### src/rtl/cache_ptr_stack_pkg.sv
// cache_ptr_stack_pkg: command encoding and default pointer width for the cache pointer stack
package cache_ptr_stack_pkg;
  typedef enum logic [2:0] {CS_NOP, CS_PUSH, CS_POP, CS_REPLACE, CS_WRITE} cache_stack_cmd_t;
  localparam int CACHE_PTR_W = 8;
endpackage

### src/rtl/cache_ptr_stack_if.sv
// cache_ptr_stack_if: decoder/ALU side command bus and stack status outputs
interface cache_ptr_stack_if
  import cache_ptr_stack_pkg::*;
#(
  parameter int WIDTH = CACHE_PTR_W,
  parameter int DEPTH = 4
);
  logic                       push_en;
  logic                       pop_en;
  logic                       write_en;
  logic [WIDTH-1:0]           alu_result;
  logic [WIDTH-1:0]           cache_ptr;
  logic [$clog2(DEPTH+1)-1:0] depth;
  logic                       empty;
  logic                       full;
  logic                       err;
  modport master (output push_en, pop_en, write_en, alu_result, input cache_ptr, depth, empty, full, err);
  modport slave (input push_en, pop_en, write_en, alu_result, output cache_ptr, depth, empty, full, err);
endinterface

### src/rtl/cache_stack_mem.sv
// cache_stack_mem: unreset register array holding the older stack entries, one shared address
module cache_stack_mem #(
  parameter int WIDTH = 8,
  parameter int N     = 3,
  parameter int AW    = 2
) (
  input  logic             clk,
  input  logic             we,
  input  logic [AW-1:0]    addr,
  input  logic [WIDTH-1:0] wdata,
  output logic [WIDTH-1:0] rdata
);
  logic [WIDTH-1:0] mem [N];
  always_ff @(posedge clk)
    if (we) mem[addr] <= wdata;
  assign rdata = mem[addr];
endmodule

### src/rtl/cache_ptr_stack.sv
// cache_ptr_stack: LIFO of cache pointers; define CACHE_PTR_STACK_ERR_EN for a sticky overflow/underflow err
module cache_ptr_stack
  import cache_ptr_stack_pkg::*;
#(
  parameter int WIDTH = CACHE_PTR_W,
  parameter int DEPTH = 4
) (
  input logic             clk,
  input logic             rst_n,
  cache_ptr_stack_if.slave bus
);
  localparam int DW = $clog2(DEPTH+1);
  localparam int AW = (DEPTH > 2) ? $clog2(DEPTH-1) : 1;
  function automatic cache_stack_cmd_t decode(logic push, logic pop, logic wr, logic emp);
    return (push && pop) ? (emp ? CS_PUSH : CS_REPLACE) :
           push          ? CS_PUSH :
           pop           ? CS_POP :
           wr            ? (emp ? CS_PUSH : CS_WRITE) : CS_NOP;
  endfunction
  cache_stack_cmd_t cmd;
  logic [WIDTH-1:0] top_q, top_d, rdata;
  logic [DW-1:0]    depth_q, depth_d;
  logic             empty_q, full_q, do_push, do_pop, mem_we;
  logic [AW-1:0]    mem_addr;
  always_comb begin
    cmd      = decode(bus.push_en, bus.pop_en, bus.write_en, empty_q);
    do_push  = (cmd == CS_PUSH) && !full_q;
    do_pop   = (cmd == CS_POP) && !empty_q;
    mem_we   = do_push && !empty_q;
    // push stores the old top at depth-1; pop reads the newest entry at depth-2
    mem_addr = AW'(do_push ? depth_q - DW'(1) : depth_q - DW'(2));
    top_d    = (do_push || cmd == CS_REPLACE || cmd == CS_WRITE) ? bus.alu_result :
               do_pop ? (depth_q == DW'(1) ? '0 : rdata) : top_q;
    depth_d  = do_push ? depth_q + DW'(1) : do_pop ? depth_q - DW'(1) : depth_q;
  end
  cache_stack_mem #(.WIDTH(WIDTH), .N(DEPTH-1), .AW(AW)) u_mem (
    .clk  (clk),
    .we   (mem_we),
    .addr (mem_addr),
    .wdata(top_q),
    .rdata(rdata)
  );
  always_ff @(posedge clk or negedge rst_n)
    if (!rst_n) begin
      top_q   <= '0;
      depth_q <= '0;
      empty_q <= 1'b1;
      full_q  <= 1'b0;
    end else begin
      top_q   <= top_d;
      depth_q <= depth_d;
      empty_q <= depth_d == '0;
      full_q  <= depth_d == DW'(DEPTH);
    end
`ifdef CACHE_PTR_STACK_ERR_EN
  logic err_q;
  always_ff @(posedge clk or negedge rst_n)
    if (!rst_n) err_q <= 1'b0;
    else err_q <= err_q || (cmd == CS_PUSH && full_q) || (cmd == CS_POP && empty_q);
  assign bus.err = err_q;
`else
  assign bus.err = 1'b0;
`endif
  assign bus.cache_ptr = top_q;
  assign bus.depth     = depth_q;
  assign bus.empty     = empty_q;
  assign bus.full      = full_q;
endmodule

### src/flat_wrapper.sv
// flat-port wrapper written by rule: the top's interface ports become plain ports
module cache_ptr_stack_flat import cache_ptr_stack_pkg::*;
#(
  parameter int WIDTH = CACHE_PTR_W,
  parameter int DEPTH = 4
)
  (clk, rst_n, bus_push_en, bus_pop_en, bus_write_en, bus_alu_result, bus_cache_ptr, bus_depth, bus_empty, bus_full, bus_err);
  cache_ptr_stack_if #(.WIDTH(WIDTH), .DEPTH(DEPTH)) bus_i ();
  input logic clk;
  input logic rst_n;
  input wire logic [$bits(bus_i.push_en)-1:0] bus_push_en;
  input wire logic [$bits(bus_i.pop_en)-1:0] bus_pop_en;
  input wire logic [$bits(bus_i.write_en)-1:0] bus_write_en;
  input wire logic [$bits(bus_i.alu_result)-1:0] bus_alu_result;
  output wire logic [$bits(bus_i.cache_ptr)-1:0] bus_cache_ptr;
  output wire logic [$bits(bus_i.depth)-1:0] bus_depth;
  output wire logic [$bits(bus_i.empty)-1:0] bus_empty;
  output wire logic [$bits(bus_i.full)-1:0] bus_full;
  output wire logic [$bits(bus_i.err)-1:0] bus_err;
  assign bus_i.push_en = bus_push_en;
  assign bus_i.pop_en = bus_pop_en;
  assign bus_i.write_en = bus_write_en;
  assign bus_i.alu_result = bus_alu_result;
  assign bus_cache_ptr = bus_i.cache_ptr;
  assign bus_depth = bus_i.depth;
  assign bus_empty = bus_i.empty;
  assign bus_full = bus_i.full;
  assign bus_err = bus_i.err;
  cache_ptr_stack #(.WIDTH(WIDTH), .DEPTH(DEPTH)) u_core (.clk(clk), .rst_n(rst_n), .bus(bus_i));
endmodule
### config.mk
export PLATFORM = sky130hd
export DESIGN_NAME = cache_ptr_stack_flat
export DESIGN_NICKNAME = d
export VERILOG_FILES = /design/src/rtl/cache_ptr_stack_pkg.sv /design/src/rtl/cache_ptr_stack_if.sv /design/src/rtl/cache_stack_mem.sv /design/src/rtl/cache_ptr_stack.sv /design/src/flat_wrapper.sv
export SDC_FILE = /design/constraint.sdc
export NUM_CORES = 1
export LEC_CHECK = 0
export ABC_AREA = 1
export BUFFER_PORTS_ARGS = -buffer_cell sky130_fd_sc_hd__buf_2
export CORE_MARGIN = 4
export CORE_UTILIZATION = 30
export CTS_CLUSTER_SIZE = 20
export DETAILED_ROUTE_END_ITERATION = 10
export GPL_TIMING_DRIVEN = 0
export PLACE_DENSITY = 0.48
export SLEW_MARGIN = 20
export SYNTH_ARGS = -nofsm -noshare
export SYNTH_HDL_FRONTEND = slang
export SYNTH_SLANG_ARGS = --single-unit
### constraint.sdc
create_clock -name clk -period 5.6 [get_ports clk]
set_input_delay 0.28 -clock clk [delete_from_list [all_inputs] [get_ports clk]]
set_output_delay 0.28 -clock clk [all_outputs]
set_load 0.005 [all_outputs]
## Yosys cells after proc, flatten, opt, wreduce, memory -nomap -nowiden

Memories as Yosys holds them, arrays and structs flattened.
Cells that the tools add are included.

- $add $sub $neg: 3
- Equal/unequal tests: 6
- Mux-type cells: 14
- Reduce and logical (&&, ||, !) cells: 10

Operators by type and width:

| cell | number |
|---|---|
| 8-bit 2-to-1 mux | 3 |
| 3-bit 2-to-1 mux | 7 |
| 3-bit by 1-bit equality test with 1-bit output, second input constant | 2 |
| 3-bit by 2-bit equality test with 1-bit output, second input constant | 2 |
| 3-bit equality test, second input constant | 2 |
| 1-bit logical AND | 4 |
| 2-bit 2-to-1 mux | 2 |
| 3-bit by 1-bit adder with 3-bit output, second input constant | 1 |
| 3-bit zero test | 1 |
| 3-bit by 1-bit subtractor with 3-bit output, second input constant | 1 |
| 1-bit zero test | 2 |
| 1-bit logical OR | 2 |
| 1-bit 2-to-1 mux | 2 |
| 2-bit nonzero test | 1 |
| 2-bit subtractor, second input constant | 1 |

- Bits in registers: 13
- Bits in writable memories: 24
- Input bits: 13
- Output and inout port bits: 14
- Logic and storage cells: 38
- Memories: 1

Memory list:

| memory | words | bits a word | read ports | clocked after memory_dff | write ports | RTL line | text |
|---|---|---|---|---|---|---|---|
| u_core.u_mem.mem | 3 | 8 | 1 | 0 | 1 | cache_stack_mem.sv:13 | `logic [WIDTH-1:0] mem [N];` |

## Logic depth before layout (Yosys ltp)

Gate-level depths: netlist (run 1).
An unclocked memory read counts as a cell.

- Depth after elaboration: 12
- Gate-level depth with buffers: 13
- Depth with buffers taken out: 13

## Cells and area by module

Synthesis (run 1) repeated with hierarchy kept, for this count alone.

- Cells, all modules: 191
- Area total of the unflattened synthesis: 1879.3 um2

Modules (own cells, without submodules):

| module | times used | cells each | area each (um2) | sequential area each (um2) |
|---|---|---|---|---|
| cache_stack_mem | 1 | 65 | 973.4 | 720.7 |
| cache_ptr_stack | 1 | 126 | 905.9 | 326.6 |

## Worst setup path after synthesis (run 1)

OpenSTA, ideal clock, no wires.

- Kind: register to register
- From: reg u_core.depth_q[0], in the netlist u_core.bus.depth[0]
- To: mem u_core.u_mem.mem[1][0] (enable)
- Library setup time: 395 ps
- Data arrival time: 2060 ps
- Required time: 5205 ps
- Setup slack: 3145 ps
- Cell stages (with the launch flop): 8
- Buffers on the path: 1
- Clock period less this slack: 2455 ps
- Cell sequence: dfrtp_1 inv_1 ha_1 inv_1 nand2_4 nand2_4 buf_6 nor4_1

- Longest elaborated chain between the ends: 2
- Elaborated cells between the ends (all ways): 3
- Those cells by class: add/sub (2); mux (1)

RTL lines:

| what | RTL line | text |
|---|---|---|
| start, declared | cache_ptr_stack.sv:22 | `logic [DW-1:0] depth_q, depth_d;` |
| start signal, assigned | cache_ptr_stack.sv:51 | `depth_q <= depth_d;` |
| 3-bit by 1-bit subtractor with 3-bit output / 2-bit subtractor (equally long branches) | cache_ptr_stack.sv:31 | `mem_addr = AW'(do_push ? depth_q - DW'(1) : depth_q - DW'(2));` |
| 2-bit 2-to-1 mux (*) | cache_ptr_stack.sv:31 |  |
| end, declared | cache_stack_mem.sv:13 |  |

Mark *: on every way between the ends. The rest lies on a longest branch, timed or not.

## Worst setup path after layout (run 1)

- From: reg u_core.depth_q[0], in the netlist u_core.bus.depth[0]
- To: mem u_core.u_mem.mem[0][0] (enable)

Same word-level chain as after synthesis.

==> flow_summary.toml, run 1 <==
[global_route]
grt_max_degree = 14
grt_usage = 0.113
grt_pass1_wl_um = 6520
antenna_found_initial = 0
grt-ovfl-total = 0
grt_pass1_vias = 1309

[detailed_routing]
vias_per_cell = 4.27
wl_um = 3890
ant_nets = 0
drt_iter0_drc = 81
vias = 1272
drc = 0
drt_first_pass_iters = 4
wire_per_inst_um = 13.0

[sta]
setup_violations = 0
fin_crit_ns = 2.35
rsz0062_at_grt = "no"
worstMarginPinSlew_ns = 0.695
maxSlewHeadroom = 0.534
fin_crit_sh = 0.419
fmax_mhz = 426
fin_skew_ns = 0.00949
hold_viol_final = 0
finalWorstSetupSlack_ns = 3.25
finalSetupTns_ns = 0
slew_violations = 0

[cts]
cts-root-buf = "clkbuf_8"
clk_latency_ns = 0.29
tritoncts = "done"
cts_buffer_depth = 2
cts_buffers = 5
h-tree-depth = 2
cts.sinks = 37
cts_setup_buffers = 0
cts.repair.resized = 0
clkTransAtPathRegs_ns = 0.08

[cells_and_area]
fin_nets = 238
antennaDiodeCount = 0
drive_above_1_share = 0.318
final_util = 0.373
fin_cells = 298
area_growth_pct = 19.2

[floorplanning]
num_rows = 28
io-pin-count = 27
core_um2 = 5990
die-area_um2 = 7580
die_h_um = 87.1
start_util = 0.313
die_x_um = 87.1

[logic_synthesis]
synth-simple-area-share = 0.268
synth_compound_area_frac = 0.0747
synth-main-ff-cell = "edfxtp_1"
seq_area_frac_synth = 0.558
synth-xor-area-share = 0.0133
synth_area_leaders = "edfxtp_1, dfrtp_1, nand2_1"
yosysMostFrequentCell = "nand2_1"
async_flop_share = 0.351
yosys.cell_types.count = 28
synth_top_family_by_area = "simple AND/OR/NAND/NOR gates"
ys_warn_count = 0
synthAdderAreaFrac = 0.0200
synth-edff-count = 24
synth_top_area_cell = "edfxtp_1"
syn-num-nets = 204
avgSynthCellArea_um2 = 9.98
synthMuxAreaShare = 0
syn_inst = 188
synth_seq_cells = 37
synth_area_um2 = 1880
synth_common_cells = "nand2_1, edfxtp_1, nand3_1"
synth_top_cell_area_share = 0.384

[place]
post-place-ws_ns = 3.24
port_buffers = 25
dp_hpwl_um = 2930
dp_cells = 289
gp_congestion = 0.789

[min_path]
worstHoldPathType = "input pin to flip-flop"

[power_and_ir_drop]
pwr_density_cell_nw_per_um2 = 505
power.leakage_nw = 1.02
vdd_drop_max_mv = 0.153

[critical_path]
path_max_fanout = 10
start_kind = "flip-flop"
end_kind = "flip-flop"
path_class = "flip-flop to flip-flop"
arrival_ns = 2.26
crit_required_ns = 5.52

[job]
drv_cap = 0

[outcome]
status = "completed"
[logic make-up after synthesis]
family | after synthesis
AO/OA/AOI/OAI | 19
flip-flops | 37
other | 1
AND/OR/NAND/NOR | 101
adder cells (fa/ha/maj) | 3
buffers and inverters | 25
XOR/XNOR | 2
[routing by layer]
| metal | wire length, um | global-route usage |
|---|---|---|
| met2 | 1790 | 0.181 |
| met5 | 0 | 0 |
| met3 | 129 | 0.0237 |
| met1 | 1900 | 0.151 |
| met4 | 68 | 0.0382 |
[cell type report]
class / count / area (um2)
plain buffers: 4 / 35.0
clock buffers: 6 / 93.8
clock inverters: 2 / 16.3
fillers: 621 / 3750
inverters: 21 / 83.8
multi-input cells: 126 / 726
flip-flops and latches: 37 / 1050
well taps: 75 / 93.8
repair buffers: 27 / 140
[power by group]
group / switching, mW / leakage [nW] / internal (mW)
registers: 0.0738 / 0.367 / 0.399
logic: 0.279 / 0.599 / 0.164
clock network: 0.0978 / 0.0525 / 0.115
total: 0.450 / 1.02 / 0.679
[repair_timing]
| item | 4_1_cts | 5_1_grt |
|---|---|---|
| hold buffers | 1 | 0 |
| hold endpoints to repair | 12 | 0 |
| setup endpoints to repair | 0 | 0 |
[worst max-delay path, cell delays in order (launching register included)]
cell and delay [ns]:
dfrtp_1 0.53, inv_1 0.20, ha_1 0.37, inv_1 0.08, nand2_4 0.08, nand2_4 0.05, buf_6 0.13, nor3_2 0.53
[metrics by stage]
stage               instance area, um2  total power, mW  hold slack (ns)
floorplan                         1880            0.770          -0.0156
global placement                  2090            0.919            0.191
detailed placement                2110            0.929            0.190
CTS                               2230             1.14            0.325
global route                      2240             1.22            0.331
finish                            2240             1.13            0.329
[final timing paths]
check                                           to                     from  cells after the start  slack [ns]
min reg2reg                 u_core.u_mem.mem[1][6]  u_core.bus.cache_ptr[6]                      0        0.54
min in group asynchronous      u_core.bus.depth[2]                    rst_n                      2        0.42
max                         u_core.u_mem.mem[0][0]      u_core.bus.depth[0]                      7        3.25
max in group asynchronous         u_core.bus.empty                    rst_n                      2        4.90
max reg2reg                 u_core.u_mem.mem[0][0]      u_core.bus.depth[0]                      7        3.25
min                        u_core.bus.cache_ptr[4]        bus_alu_result[4]                      5        0.33
[placed cells by master, fill, tap and decap left out, types with 2 or more instances in the layout]
cell type and n:
a21oi_2 8, buf_2 27, buf_6 2, clkbuf_8 5, clkinv_4 2, dfrtp_1 12, edfxtp_1 24, ha_1 3
inv_1 16, inv_2 4, nand2_1 53, nand2_2 4, nand2_4 6, nand3_1 19, nand3_2 2, nor2_1 11
nor3_2 2, o21ai_0 8, o21ai_1 2
[flip-flops by register name (all words and copies together), names as in the netlist]
register and count:
u_core.u_mem.mem 24, u_core.bus.full 1, u_core.bus.cache_ptr 8, u_core.bus.depth 3
u_core.bus.empty 1
Note: power is estimated with default switching activity, not from simulation.
==> run 2, diff against run 1 <==
==> constraint.sdc (replaced) <==
create_clock -name clk -period 2.2 [get_ports clk]
set_input_delay 0.11 -clock clk [delete_from_list [all_inputs] [get_ports clk]]
set_output_delay 0.11 -clock clk [all_outputs]
set_load 0.005 [all_outputs]
==> run 2 against run 1 <==
Routed wire length up 2.8%; cell count up 1.3%; first-iteration DRC count decreased by 30%; critical path type unchanged.
==> flow_summary.toml, run 2 (synthesis gave the netlist of run 1 again) <==
[detailed_routing]
vias_per_cell = 4.32
ant_nets = 0
vias = 1305
drt_iter0_drc = 57
drt_first_pass_iters = 4
wire_per_inst_um = 13.2
wl_um = 4000
drc = 0

[critical_path]
arrival_ns = 2.07
start_kind = "flip-flop"
cp_slowest_cell = "dfstp_2"
end_kind = "flip-flop"
path_max_fanout = 10
r2r_slack_ns = 0.13
cp_cell_sequence = "inv_2 -> nand2_4 -> nand2_4 -> nand2_4 -> nand2_8 -> nand2_2 -> nand2_4 -> buf_6 -> nor4_4 -> buf_4"
path_class = "flip-flop to flip-flop"
cpMostUsedCell = "nand2_4"
slowest_delay_ns = 0.62
reg2reg_depth = 10
crit_required_ns = 2.20

[outcome]
status = "completed"

[floorplanning]
num_rows = 28
die-area_um2 = 7580
die_h_um = 87.1
io-pin-count = 27
core_um2 = 5990
start_util = 0.313
die_x_um = 87.1

[power_and_ir_drop]
vdd_drop_max_mv = 0.342
pwr_density_cell_nw_per_um2 = 1290
combPwrFrac = 0.431
switchingPower_mw = 1.20
swShare = 0.404
clockPowerShare = 0.167
p_int_mw = 1.77
seq_power_share = 0.402
power.leakage_nw = 1.05

[global_route]
grt_max_degree = 14
antenna_found_initial = 0
grt_pass1_vias = 1342
grt-ovfl-total = 0
grt_pass1_wl_um = 7020
grt_usage = 0.122

[cells_and_area]
largest_register_ffs = 24
area_growth_pct = 22.7
regArea_um2 = 1050
final_cell_mix = "nand2_1, buf_2, edfxtp_1"
fin_area_um2 = 2300
antennaDiodeCount = 0
regMostFlops = "u_core.u_mem.mem"
final_common_cell = "nand2_1"
fillCellCount = 609
multi_input_comb_area_um2 = 759
drive_above_1_share = 0.339
fin_nets = 242

[sta]
fin_skew_ns = 0.00494
setup_violations = 0
fin_crit_ns = 2.07
fin_crit_sh = 0.942
whs_ns = 0.160
fmax_mhz = 482
rsz0062_at_grt = "no"
slew_violations = 0
hold_viol_final = 0

[cts]
cts_buffers = 5
clkTransAtPathRegs_ns = 0.08
clk_latency_ns = 0.29
cts-root-buf = "clkbuf_8"
tritoncts = "done"
cts_buffer_depth = 2
h-tree-depth = 2
cts.sinks = 37

[min_path]
whs_path_depth = 5
worstHoldPathType = "input pin to flip-flop"

[place]
dp_hpwl_um = 3030
port_buffers = 25
gp_congestion = 0.795
place_area_um2 = 2110

[job]
drv_cap = 0
## run 2: cell types whose count changed in the layout (fill, tap and decap cells not counted), sizes merged
cell / previous run / this run
buf: 30 / 34
clkinv: 2 / 3
clkinvlp: 1 / 0
## run 2: final cells by class
cell class                      instances  share of cell area
Sequential cell                        37               0.455
Clock buffer                            6              0.0359
Clock inverter                          2             0.00598
Tap cell                               75              0.0408
Inverter                               21              0.0364
Timing Repair Buffer                   31              0.0804
Buffer                                  4              0.0152
Multi-Input combinational cell        126               0.330
## run 2: critical path: cells and delay by family (launching register included)
family | cells | cell delay (ns)
buffers and inverters | 3 | 0.45
DFF | 1 | 0.62
and+or+nand+nor | 7 | 0.70
## run 2: timing repair
action	4_1_cts	5_1_grt
setup endpoints to repair	24	23
hold buffers	1	0
gates resized for setup	4	2
setup buffers	2	3
pin swaps	1	1
hold endpoints to repair	13	0
## run 2: path summary, 6_finish.rpt
path,endpoint,from
setup / recovery,u_core.u_mem.mem[1][7],u_core.bus.empty
hold / removal,u_core.bus.cache_ptr[4],bus_alu_result[4]
setup reg to reg,u_core.u_mem.mem[1][7],u_core.bus.empty
hold reg to reg,u_core.u_mem.mem[2][6],u_core.bus.cache_ptr[6]
max in group asynchronous,u_core.bus.empty,rst_n
min in group asynchronous,u_core.bus.full,rst_n
## run 2: power by group through the flow
| stage | clock network (mW) | registers [mW] | logic [mW] |
|---|---|---|---|
| 5_1_grt | 0.539 | 1.23 | 1.47 |
| 6_report | 0.496 | 1.19 | 1.28 |
| 4_1_cts | 0.510 | 1.21 | 1.19 |
| 3_3_place_gp | 0 | 1.22 | 1.13 |
| 2_1_floorplan | 0 | 1.17 | 0.799 |
| 3_5_place_dp | 0 | 1.22 | 1.15 |
## run 2: metal layers
layer,GRT usage,routed length (um)
met1,0.167,1980
met2,0.189,1840
met3,0.0293,116
met4,0.0382,60
met5,0,0
## run 2: per-stage QoR
step	power (mW)	util	cells	setup slack, ns	setup TNS, ns
2_1_floorplan	1.97	-	188	0.0539	0
3_3_place_gp	2.35	0.352	288	-0.347	-5.44
4_1_cts	2.92	0.375	299	0.0653	0
5_1_grt	3.24	0.384	302	0.0106	0
6_report	2.97	0.384	302	0.127	0
3_5_place_dp	2.37	0.352	288	-0.423	-6.08
==> run 3, diff against run 2 <==
--- a/config.mk
+++ b/config.mk
@@ -5,7 +5,6 @@
 export SDC_FILE = /design/constraint.sdc
 export NUM_CORES = 1
 export LEC_CHECK = 0
-export ABC_AREA = 1
 export BUFFER_PORTS_ARGS = -buffer_cell sky130_fd_sc_hd__buf_2
 export CORE_MARGIN = 4
 export CORE_UTILIZATION = 30
==> run 3 against run 2 <==
Critical path depth decreased by 2; non-clock buffer count up 11; combinational power rose by 16%; global-route usage rose by 1.9 points.
==> flow_summary.toml, run 3 <==
[critical_path]
crit_required_ns = 2.38
path_buf_inv = 4
cp_cell_sequence = "clkinvlp_4 -> ha_1 -> buf_4 -> clkinv_2 -> clkbuf_4 -> o221ai_1 -> a41oi_1 -> o22a_1"
slowest_delay_ns = 0.46
arrival_ns = 2.26
path_max_fanout = 10
cp_slowest_cell = "dfrtp_2"
critPathTopFamily = "buffers and inverters"
end_kind = "flip-flop"
start_kind = "flip-flop"
path_class = "flip-flop to flip-flop"

[power_and_ir_drop]
power.leakage_nw = 0.934
pwr_density_cell_nw_per_um2 = 1300
vdd_drop_max_mv = 0.365

[logic_synthesis]
syn-num-nets = 216
synth_area_leaders = "edfxtp_1, dfrtp_1, nand2_1"
yosys.cell_types.count = 40
synth-main-ff-cell = "edfxtp_1"
syn_inst = 200
yosysMostFrequentCell = "nand2_1"
seq_area_frac_synth = 0.521
synth_top_cell_area_share = 0.358
ys_warn_count = 0
async_flop_share = 0.351
avgSynthCellArea_um2 = 10.1
synth_seq_cells = 37
synth_top_area_cell = "edfxtp_1"
synth_area_um2 = 2010
synth_common_cells = "nand2_1, edfxtp_1, nand4_1"
synth-edff-count = 24

[sta]
worstMarginPinSlew_ns = 0.905
hold_viol_final = 0
fmax_mhz = 480
slew_violations = 0
fin_skew_ns = 0.00768
setup_violations = 0
fin_crit_sh = 0.948
maxSlewHeadroom = 0.396
fin_crit_ns = 2.08
finalSetupTns_ns = 0

[cts]
cts-root-buf = "clkbuf_8"
h-tree-depth = 2
tritoncts = "done"
clk_latency_ns = 0.29
clkTransAtPathRegs_ns = 0.08
cts_buffers = 5
cts_buffer_depth = 2
cts.sinks = 37

[global_route]
grt_use_met1 = 0.197
grt_pass1_wl_um = 8990
grt-busiest-layer = "met2"
grt-ovfl-total = 0
use_met3 = 0.0284
grt_pass1_vias = 1627
antenna_found_initial = 0
grt_usage = 0.141
grt_max_degree = 20
gr-usage-met2 = 0.221

[min_path]
worstHoldPathType = "input pin to flip-flop"

[floorplanning]
die-area_um2 = 8080
die_h_um = 89.9
start_util = 0.313
die_x_um = 89.9
num_rows = 29
io-pin-count = 27
core_um2 = 6420

[place]
port_buffers = 25
gp_congestion = 0.775
dp_hpwl_um = 3810

[cells_and_area]
drive_above_1_share = 0.292
regMostFlops = "u_core.u_mem.mem"
area_growth_pct = 24.4
final_util = 0.390
final_cell_mix = "nand2_1, buf_2, edfxtp_1"
antennaDiodeCount = 0
largest_register_ffs = 24
final_common_cell = "nand2_1"
fin_nets = 255

[detailed_routing]
drt_iter0_drc = 125
wire_per_inst_um = 17.7
vias = 1729
vias_per_cell = 5.45
drt_first_pass_iters = 4
drc = 0
wl_um = 5610
ant_nets = 0

[job]
drv_cap = 0

[outcome]
status = "completed"
[run 3: worst paths after layout]
kind | start | end | slack, ns | cells past startpoint
max | u_core.bus.depth[0] | u_core.bus.cache_ptr[2] | 0.12 | 8
min in group asynchronous | rst_n | u_core.bus.cache_ptr[4] | 0.25 | 2
max in group asynchronous | rst_n | u_core.bus.empty | 1.64 | 2
min | bus_alu_result[5] | u_core.bus.cache_ptr[5] | 0.23 | 4
max reg2reg | u_core.bus.depth[0] | u_core.bus.cache_ptr[2] | 0.12 | 8
min reg2reg | u_core.bus.cache_ptr[5] | u_core.u_mem.mem[1][5] | 0.52 | 0
[run 3: stage by stage]
stage | instance area, um2 | power, mW | setup WS [ns] | hold WS [ns] | instances
global route | 2500 | 3.48 | -0.00548 | 0.242 | 317
CTS | 2460 | 3.21 | 0.0417 | 0.229 | 315
floorplan | 2030 | 2.01 | 0.0255 | -0.186 | 200
detailed placement | 2250 | 2.48 | -0.592 | 0.0448 | 302
global placement | 2250 | 2.48 | -0.613 | 0.0401 | 302
finish | 2500 | 3.26 | 0.115 | 0.229 | 317
[run 3: cell families (layout without fill, tap and decap cells)]
kind of cell,after synthesis,in the layout,synth area share
simple gates,74,74,0.175
compound gates,63,63,0.227
flops,37,37,0.521
buf+inv,20,60,0.0485
fa+ha+maj,3,3,0.0187
xor+xnor,2,2,0.00871
other cells,1,1,0.00186
[run 3: layout make-up]
class	count	area (um2)
Tap cell	77	96.3
Fill cell	646	3920
Multi-Input combinational cell	143	935
Buffer	12	86.3
Inverter	6	27.5
Timing Repair Buffer	34	195
Sequential cell	37	1050
Clock inverter	3	46.3
Clock buffer	5	68.8
[run 3: timing repair]
action / 4_1_cts / 5_1_grt
gates resized for setup: 11 / 7
setup buffers: 6 / 2
setup endpoints to repair: 33 / 31
pin swaps: 2 / 0
hold endpoints to repair: 12 / 0
hold buffers: 1 / 0
[run 3: worst min-delay path, stage by stage]
cell,delay (ns)
buf_2,0.09
nor2_1,0.04
a21oi_1,0.11
o22a_1,0.14
[run 3: where the power goes]
group	internal [mW]	total (mW)	switching, mW
sequential	1.01	1.18	0.169
combinational	0.571	1.48	0.908
clock	0.339	0.596	0.257
total	1.92	3.26	1.33
[run 3: metal layers]
layer / vias to the layer above / part of all wire
met5: - / 0
met4: 0 / 0.0070
met3: 2 / 0.052
met2: 50 / 0.47
met1: 833 / 0.47
li1: 844 / -
